===== src/rtl/spireg_master_pkg.sv =====
// Shared encodings for the SPI register-bus master: operation codes,
// command-byte prefixes, filler byte and controller state type.
package spireg_master_pkg;

  typedef enum logic [1:0] {
    OP_STATUS = 2'd0,
    OP_READ   = 2'd1,
    OP_WRITE  = 2'd2,
    OP_FAST   = 2'd3
  } op_e;

  localparam logic [1:0] PFX_READ    = 2'b00;
  localparam logic [1:0] PFX_WRITE   = 2'b10;
  localparam logic [1:0] PFX_FAST    = 2'b11;
  localparam logic [7:0] STATUS_BYTE = 8'h00;
  localparam logic [7:0] FILL_BYTE   = 8'hFF;

  typedef enum logic [2:0] {
    ST_IDLE,
    ST_SETUP,
    ST_SHIFT,
    ST_NEXT,
    ST_HOLD,
    ST_GAP
  } state_e;

  function automatic logic [7:0] cmd_byte(input op_e op, input logic [5:0] addr);
    case (op)
      OP_READ:  return {PFX_READ, addr};
      OP_WRITE: return {PFX_WRITE, addr};
      OP_FAST:  return {PFX_FAST, addr};
      default:  return STATUS_BYTE;
    endcase
  endfunction

endpackage


===== src/rtl/spireg_master_shift.sv =====
// Mode-0 byte shifter with SCLK divider: one start pulse sends tx_byte MSB first,
// samples miso on each rising SCLK and pulses done once sclk has returned low.
module spireg_master_shift #(
  parameter int HALF_DIV = 1
) (
  input  logic       clk,
  input  logic       nrst,
  input  logic       start,
  input  logic [7:0] tx_byte,
  input  logic       miso,
  output logic       sclk,
  output logic       mosi,
  output logic       done,
  output logic [7:0] rx_byte
);
  localparam int DIV_W = (HALF_DIV > 1) ? $clog2(HALF_DIV) : 1;

  logic             active_reg;
  logic             phase_reg;
  logic [2:0]       bit_reg;
  logic [DIV_W-1:0] div_reg;
  logic [7:0]       tx_reg;
  logic [7:0]       rx_reg;
  logic             div_end;

  assign div_end = (div_reg == DIV_W'(HALF_DIV - 1));
  assign rx_byte = rx_reg;

  always_ff @(posedge clk or negedge nrst) begin
    if (!nrst) begin
      active_reg <= 1'b0;
      phase_reg  <= 1'b0;
      bit_reg    <= 3'd0;
      div_reg    <= '0;
      tx_reg     <= 8'h00;
      rx_reg     <= 8'h00;
      sclk       <= 1'b0;
      mosi       <= 1'b0;
      done       <= 1'b0;
    end else begin
      done <= 1'b0;
      if (start) begin
        active_reg <= 1'b1;
        phase_reg  <= 1'b0;
        bit_reg    <= 3'd0;
        div_reg    <= '0;
        tx_reg     <= tx_byte;
        mosi       <= tx_byte[7];
        sclk       <= 1'b0;
      end else if (active_reg) begin
        if (!div_end) begin
          div_reg <= div_reg + DIV_W'(1);
        end else begin
          div_reg <= '0;
          if (!phase_reg) begin
            sclk      <= 1'b1;
            phase_reg <= 1'b1;
            rx_reg    <= {rx_reg[6:0], miso};
          end else begin
            // mosi only moves on the falling edge, keeping mode-0 setup time
            sclk      <= 1'b0;
            phase_reg <= 1'b0;
            if (bit_reg == 3'd7) begin
              active_reg <= 1'b0;
              done       <= 1'b1;
            end else begin
              bit_reg <= bit_reg + 3'd1;
              tx_reg  <= {tx_reg[6:0], 1'b0};
              mosi    <= tx_reg[6];
            end
          end
        end
      end
    end
  end

endmodule


===== src/rtl/spireg_master.sv =====
// SPI register-bus master: sends a command byte, then streams register data
// (LSB byte first) for reads and writes, capturing the slave status byte.
module spireg_master #(
  parameter int REG_W    = 16,
  parameter int HALF_DIV = 1
) (
  input  logic             clk,
  input  logic             nrst,
  input  logic             cmd_valid,
  output logic             cmd_ready,
  input  logic [1:0]       cmd_op,
  input  logic [5:0]       cmd_addr,
  input  logic [5:0]       cmd_len,
  input  logic [REG_W-1:0] wr_data,
  input  logic             wr_vld,
  output logic             wr_rdy,
  output logic [REG_W-1:0] rd_data,
  output logic             rd_vld,
  output logic [7:0]       status,
  output logic             status_vld,
  output logic             busy,
  output logic             sclk,
  output logic             mosi,
  output logic             nss,
  input  logic             miso
);
  import spireg_master_pkg::*;

  localparam int         BPR       = REG_W / 8;
  localparam logic [2:0] LAST_BYTE = 3'(BPR - 1);
  localparam int         DIV_W     = (HALF_DIV > 1) ? $clog2(HALF_DIV) : 1;

  state_e           state_reg, state_next;
  logic [DIV_W-1:0] div_reg;
  op_e              op_reg;
  logic [5:0]       addr_reg, len_reg, reg_idx_reg;
  logic [2:0]       byte_idx_reg;
  logic             is_cmd_reg;
  logic [REG_W-1:0] wr_buf_reg, rd_acc_reg, rd_data_reg;
  logic             rd_vld_reg, status_vld_reg, busy_reg, nss_reg, cmd_ready_reg;
  logic [7:0]       status_reg;

  logic             has_data, last_byte, more, next_first, need_wdata, div_end, active_next;
  logic [2:0]       next_byte;
  logic [7:0]       wr_byte;
  logic [REG_W-1:0] rd_merged;
  logic             sh_start, sh_done;
  logic [7:0]       sh_tx, sh_rx;

  assign cmd_ready  = cmd_ready_reg;
  assign rd_data    = rd_data_reg;
  assign rd_vld     = rd_vld_reg;
  assign status     = status_reg;
  assign status_vld = status_vld_reg;
  assign busy       = busy_reg;
  assign nss        = nss_reg;

  spireg_master_shift #(.HALF_DIV(HALF_DIV)) u_shift (
    .clk     (clk),
    .nrst    (nrst),
    .start   (sh_start),
    .tx_byte (sh_tx),
    .miso    (miso),
    .sclk    (sclk),
    .mosi    (mosi),
    .done    (sh_done),
    .rx_byte (sh_rx)
  );

  // Position bookkeeping: counters name the byte just shifted; "next" is the one to start.
  always_comb begin
    has_data   = (op_reg == OP_READ) || (op_reg == OP_WRITE);
    last_byte  = (byte_idx_reg == LAST_BYTE);
    more       = is_cmd_reg ? has_data : !(last_byte && (reg_idx_reg == len_reg));
    next_first = is_cmd_reg || last_byte;
    next_byte  = next_first ? 3'd0 : byte_idx_reg + 3'd1;
    need_wdata = more && next_first && (op_reg == OP_WRITE);
    div_end    = (div_reg == DIV_W'(HALF_DIV - 1));
    wr_byte    = wr_buf_reg[7:0];
    rd_merged  = rd_acc_reg;
    for (int i = 0; i < BPR; i++) begin
      if (next_byte == 3'(i)) wr_byte = wr_buf_reg[i*8 +: 8];
      if (byte_idx_reg == 3'(i)) rd_merged[i*8 +: 8] = sh_rx;
    end
  end

  always_comb begin
    state_next = state_reg;
    sh_start   = 1'b0;
    sh_tx      = FILL_BYTE;
    wr_rdy     = 1'b0;
    case (state_reg)
      ST_IDLE:  if (cmd_valid && cmd_ready_reg) state_next = ST_SETUP;
      ST_SETUP: if (div_end) begin
        sh_start   = 1'b1;
        sh_tx      = cmd_byte(op_reg, addr_reg);
        state_next = ST_SHIFT;
      end
      ST_SHIFT: if (sh_done) state_next = ST_NEXT;
      ST_NEXT: begin
        // a stalled write keeps re-offering wr_rdy with the bus parked
        wr_rdy = need_wdata;
        if (!more) begin
          state_next = ST_HOLD;
        end else if (!need_wdata || wr_vld) begin
          sh_start   = 1'b1;
          state_next = ST_SHIFT;
          if (op_reg == OP_WRITE) sh_tx = need_wdata ? wr_data[7:0] : wr_byte;
        end
      end
      ST_HOLD:  if (div_end) state_next = ST_GAP;
      ST_GAP:   if (div_end) state_next = ST_IDLE;
      default:  state_next = ST_IDLE;
    endcase
    active_next = (state_next == ST_SETUP) || (state_next == ST_SHIFT) ||
                  (state_next == ST_NEXT)  || (state_next == ST_HOLD);
  end

  always_ff @(posedge clk or negedge nrst) begin
    if (!nrst) begin
      state_reg      <= ST_IDLE;
      div_reg        <= '0;
      op_reg         <= OP_STATUS;
      addr_reg       <= 6'd0;
      len_reg        <= 6'd0;
      reg_idx_reg    <= 6'd0;
      byte_idx_reg   <= 3'd0;
      is_cmd_reg     <= 1'b0;
      wr_buf_reg     <= '0;
      rd_acc_reg     <= '0;
      rd_data_reg    <= '0;
      rd_vld_reg     <= 1'b0;
      status_reg     <= 8'h00;
      status_vld_reg <= 1'b0;
      busy_reg       <= 1'b0;
      nss_reg        <= 1'b1;
      cmd_ready_reg  <= 1'b0;
    end else begin
      state_reg      <= state_next;
      div_reg        <= (state_next != state_reg || div_end) ? '0 : div_reg + DIV_W'(1);
      cmd_ready_reg  <= (state_next == ST_IDLE);
      busy_reg       <= active_next;
      nss_reg        <= !active_next;
      rd_vld_reg     <= 1'b0;
      status_vld_reg <= 1'b0;
      if (state_reg == ST_IDLE && state_next == ST_SETUP) begin
        op_reg       <= op_e'(cmd_op);
        addr_reg     <= cmd_addr;
        len_reg      <= cmd_len;
        is_cmd_reg   <= 1'b1;
        reg_idx_reg  <= 6'd0;
        byte_idx_reg <= 3'd0;
      end
      if (state_reg == ST_SHIFT && sh_done) begin
        if (is_cmd_reg) begin
          status_reg     <= sh_rx;
          status_vld_reg <= 1'b1;
        end else if (op_reg == OP_READ) begin
          rd_acc_reg <= rd_merged;
          if (last_byte) begin
            rd_data_reg <= rd_merged;
            rd_vld_reg  <= 1'b1;
          end
        end
      end
      if (state_reg == ST_NEXT && sh_start) begin
        is_cmd_reg   <= 1'b0;
        byte_idx_reg <= next_byte;
        reg_idx_reg  <= is_cmd_reg ? 6'd0 : (last_byte ? reg_idx_reg + 6'd1 : reg_idx_reg);
        if (need_wdata) wr_buf_reg <= wr_data;
      end
    end
  end

endmodule


===== config.mk =====
export PLATFORM = sky130hd
export DESIGN_NAME = spireg_master
export DESIGN_NICKNAME = d
export VERILOG_FILES = /design/src/rtl/spireg_master_pkg.sv /design/src/rtl/spireg_master_shift.sv /design/src/rtl/spireg_master.sv
export SDC_FILE = /design/constraint.sdc
export NUM_CORES = 1
export LEC_CHECK = 0
export BUFFER_PORTS_ARGS = -buffer_cell sky130_fd_sc_hd__buf_2
export CORE_UTILIZATION = 30
export CTS_CLUSTER_DIAMETER = 200
export DETAILED_ROUTE_END_ITERATION = 12
export PLACE_DENSITY = 0.51
export SYNTH_ARGS = -nofsm -noshare
export SYNTH_HDL_FRONTEND = slang
export SYNTH_SLANG_ARGS = --single-unit

===== constraint.sdc =====
create_clock -name clk -period 6.3 [get_ports clk]
set_clock_uncertainty 0.1 [all_clocks]
set_input_delay 1.26 -clock clk [delete_from_list [all_inputs] [get_ports clk]]
set_output_delay 1.26 -clock clk [all_outputs]
set_load 0.05 [all_outputs]

==> flow_metrics.py <==
metrics = {
    "yosys": {
        "synth_common_cells": "dfrtp_1 (102), nand2_1 (90), mux2_2 (36), mux2i_1 (21), nor2_1 (17)",
        "synth-edff-count": 0,
        "synth_area_leaders": "dfrtp_1 (51%), mux2_2 (8.2%), nand2_1 (6.8%)",
        "muxShareOfSynthArea_pct": 15.4,
        "synthArstFlopShare_pct": 100,
        "avgSynthCellArea_um2": 11.3,
        "synth-main-ff-cell": "dfrtp_1",
        "yosys_warnings": 0,
        "synth_fa_ha_area_share_pct": 2.77,
        "netlist_area_mm2": 0.00496,
        "synth_top_cell_area_share_pct": 51.4,
        "yosys.area_share.simple_pct": 14.6,
        "yosys.cell_count.top_type": "dfrtp_1",
        "synth.distinct_cells": 66,
        "synth_xor_area_share_pct": 1.59,
        "seq_area_frac_synth_pct": 52.0,
        "synthCells": 440,
        "synth_top_family_by_area": "multiplexers",
        "yosysTopAreaCell": "dfrtp_1",
        "ys_seq_elements": 103,
        "syn-num-nets": 486,
        "synth_compound_area_share_pct": 10.6,
    },
    "sta": {
        "finalMaxSlewViolations": 0,
        "tns_ns": 0,
        "fmax_mhz": 267,
        "timing.final.crit_share_pct": 59.5,
        "finalHoldViolCount": 0,
        "tightest_slew_ns": 1.19,
        "slew_headroom_pct": 20.6,
        "finalSetupViolations": 0,
        "min_period_ns": 3.75,
        "rsz0062_at_grt": "false",
    },
    "power_and_ir_drop": {
        "cellLeakagePower_nw": 2.85,
        "pwr-share-comb_pct": 39.8,
        "irDropWorstVdd_mv": 0.190,
        "p_sw_share_pct": 40.5,
        "p_int_mw": 1.60,
        "p_clk_share_pct": 20.5,
        "pwr-share-seq_pct": 39.6,
        "powerDensity_mw_per_mm2": 466,
        "power.switching_mw": 1.09,
    },
    "placement": {
        "numPortBuffers": 66,
        "place_area_mm2": 0.00547,
        "place.gp.congestion": 0.815,
        "dp_hpwl_um": 7710,
    },
    "cts": {
        "clk_latency_ns": 0.35,
        "cts_hold_buf": 0,
        "htree_levels": 3,
        "cts-resized-gates": 0,
        "cts.sink_count": 103,
        "cts_setup_buffers": 0,
        "cts_buffers": 9,
        "cts_root_buffer": "clkbuf_16",
        "cts_tree": "yes",
        "cts_max_path_buffers": 2,
        "cts.clk_slew.worst_paths_ns": 0.08,
    },
    "critical_path": {
        "cp-start-kind": "flop",
        "crit_arrival_ns": 2.39,
        "reg2reg_from": "byte_idx_reg[1]$_DFFE_PN0P_",
        "path_class": "reg2out",
        "end_kind": "output pin",
        "path_max_fanout": 9,
        "startpoint": "byte_idx_reg[1]$_DFFE_PN0P_",
        "rrSetupSlack_ns": 3.35,
        "rr_worst_depth": 7,
        "r2r-end": "wr_buf_reg[1]$_DFFE_PN0P_",
        "cp.required_ns": 4.94,
    },
    "routing": {
        "first_iter_violations": 214,
        "viasPerCell": 4.71,
        "drtAntennaViolNets": 0,
        "wire_per_inst_um": 15.2,
        "firstDrtPassIters": 4,
        "route.detailed.drc": 0,
        "routed_wl_um": 11000,
        "vias": 3397,
    },
    "layout": {
        "antenna_cells": 0,
        "multi_input_area_mm2": 0.00224,
        "postLayoutCellArea_mm2": 0.00576,
        "fill_cells": 1614,
        "ff_latch_area_mm2": 0.00258,
        "area_delta_synth_final_pct": 16.2,
        "nNetsFinal": 546,
        "layout-drive-gt1-share_pct": 29.3,
    },
    "floorplan": {
        "die_h_um": 131,
        "dieWidth_um": 131,
        "start_util_pct": 31.0,
        "fp.coreArea_mm2": 0.0160,
        "die_area_mm2": 0.0171,
        "rows": 46,
        "io_pins": 67,
    },
    "grt": {
        "first_global_vias": 3511,
        "grt_overflow": 0,
        "grt.total_usage_pct": 13.8,
        "grt_max_degree": 55,
        "grt_pass1_wl_um": 18100,
        "antenna_found_initial": 0,
    },
    "min_path": {
        "holdPathEnd": "rd_data[13]$_DFFE_PN0P_",
        "hp-class": "reg2reg",
        "hp-start": "rd_data[13]$_DFFE_PN0P_",
        "worstHoldPathCells": 2,
    },
    "status": {
        "status": "finished, final reports clean",
    },
    "run": {
        "cap_violations": 0,
    },
}
-- placed cells by master (no fill, tap or decap), types with 3 or more instances in the layout --
cell	netlist	routed
dfrtp_1	102	102
nand2_1	90	90
buf_2	5	65
mux2_2	36	36
mux2i_1	21	21
nor2_1	17	17
o21ai_0	15	15
ha_1	11	11
inv_1	10	10
mux2_4	10	10
a21oi_1	9	9
clkbuf_16	0	9
xnor2_1	8	8
a21o_1	8	8
o211ai_1	6	6
a2111oi_0	6	6
nor3_1	5	5
nand3_1	5	5
nand2b_1	4	4
and3_1	3	3
or2_2	3	3
nor4_1	3	3
a22oi_1	3	3
inv_6	0	3
-- logic make-up after synthesis --
logic type,Yosys count
AOI/OAI and AO/OA,71
xor gates and xnor gates,9
adders and majority gates,11
buffers and inverters,29
DFF,103
muxes,67
other,1
and+or+nand+nor,149
-- worst max-delay path by stage --
stage	cells after the start	to	slack, ns
final	7	wr_rdy	2.55
after global routing	7	wr_rdy	2.39
after CTS	7	wr_rdy	2.54
after detailed placement	7	wr_rdy	2.94
after global placement	7	wr_rdy	2.99
after floorplan	6	wr_rdy	3.05
-- power groups by stage --
stage          Clock [mW]  Combinational (mW)  Sequential (mW)
2_1_floorplan           0               0.755             1.13
3_3_place_gp            0                1.06             1.07
3_5_place_dp            0                1.08             1.08
4_1_cts             0.575                1.08             1.07
5_1_grt             0.595                1.18             1.10
6_report            0.551                1.07             1.06
-- per-stage QoR --
step	hold slack (ns)	setup WS, ns	instances	total power, mW	utilization, %
3_3_place_gp	0.356	2.99	705	2.13	34.2
4_1_cts	0.378	2.54	721	2.72	36.0
3_5_place_dp	0.358	2.94	705	2.16	34.2
2_1_floorplan	0.345	3.05	440	1.89	-
6_report	0.374	2.55	721	2.69	36.0
5_1_grt	0.393	2.39	721	2.88	36.0
-- routing by layer --
metal  global-route usage [%]  routed length (um)  vias up  share of wire (%)
met4                     5.75                 203        0                1.8
met5                        0                   0        -                  0
met2                     22.3                5230       49                 48
met3                     2.85                 329       14                3.0
li1                         -                   -     1666                  -
met1                     18.2                5240     1668                 48
-- critical path, stage by stage (launching register included) --
cell	delay [ns]
dfrtp_1	0.40
inv_1	0.08
ha_1	0.20
nor2b_2	0.41
nand4_2	0.26
o21bai_4	0.38
nor2_1	0.09
buf_2	0.22
-- final cells by class --
cell class	count	share of cell area [%]
clock buffer	9	3.91
clock inverter	7	1.24
inverter	11	0.716
multi-input combinational	308	38.8
sequential	103	44.7
tap	216	4.69
timing repair buffer	67	5.90
No activity file was read; power rests on OpenSTA's default activity.
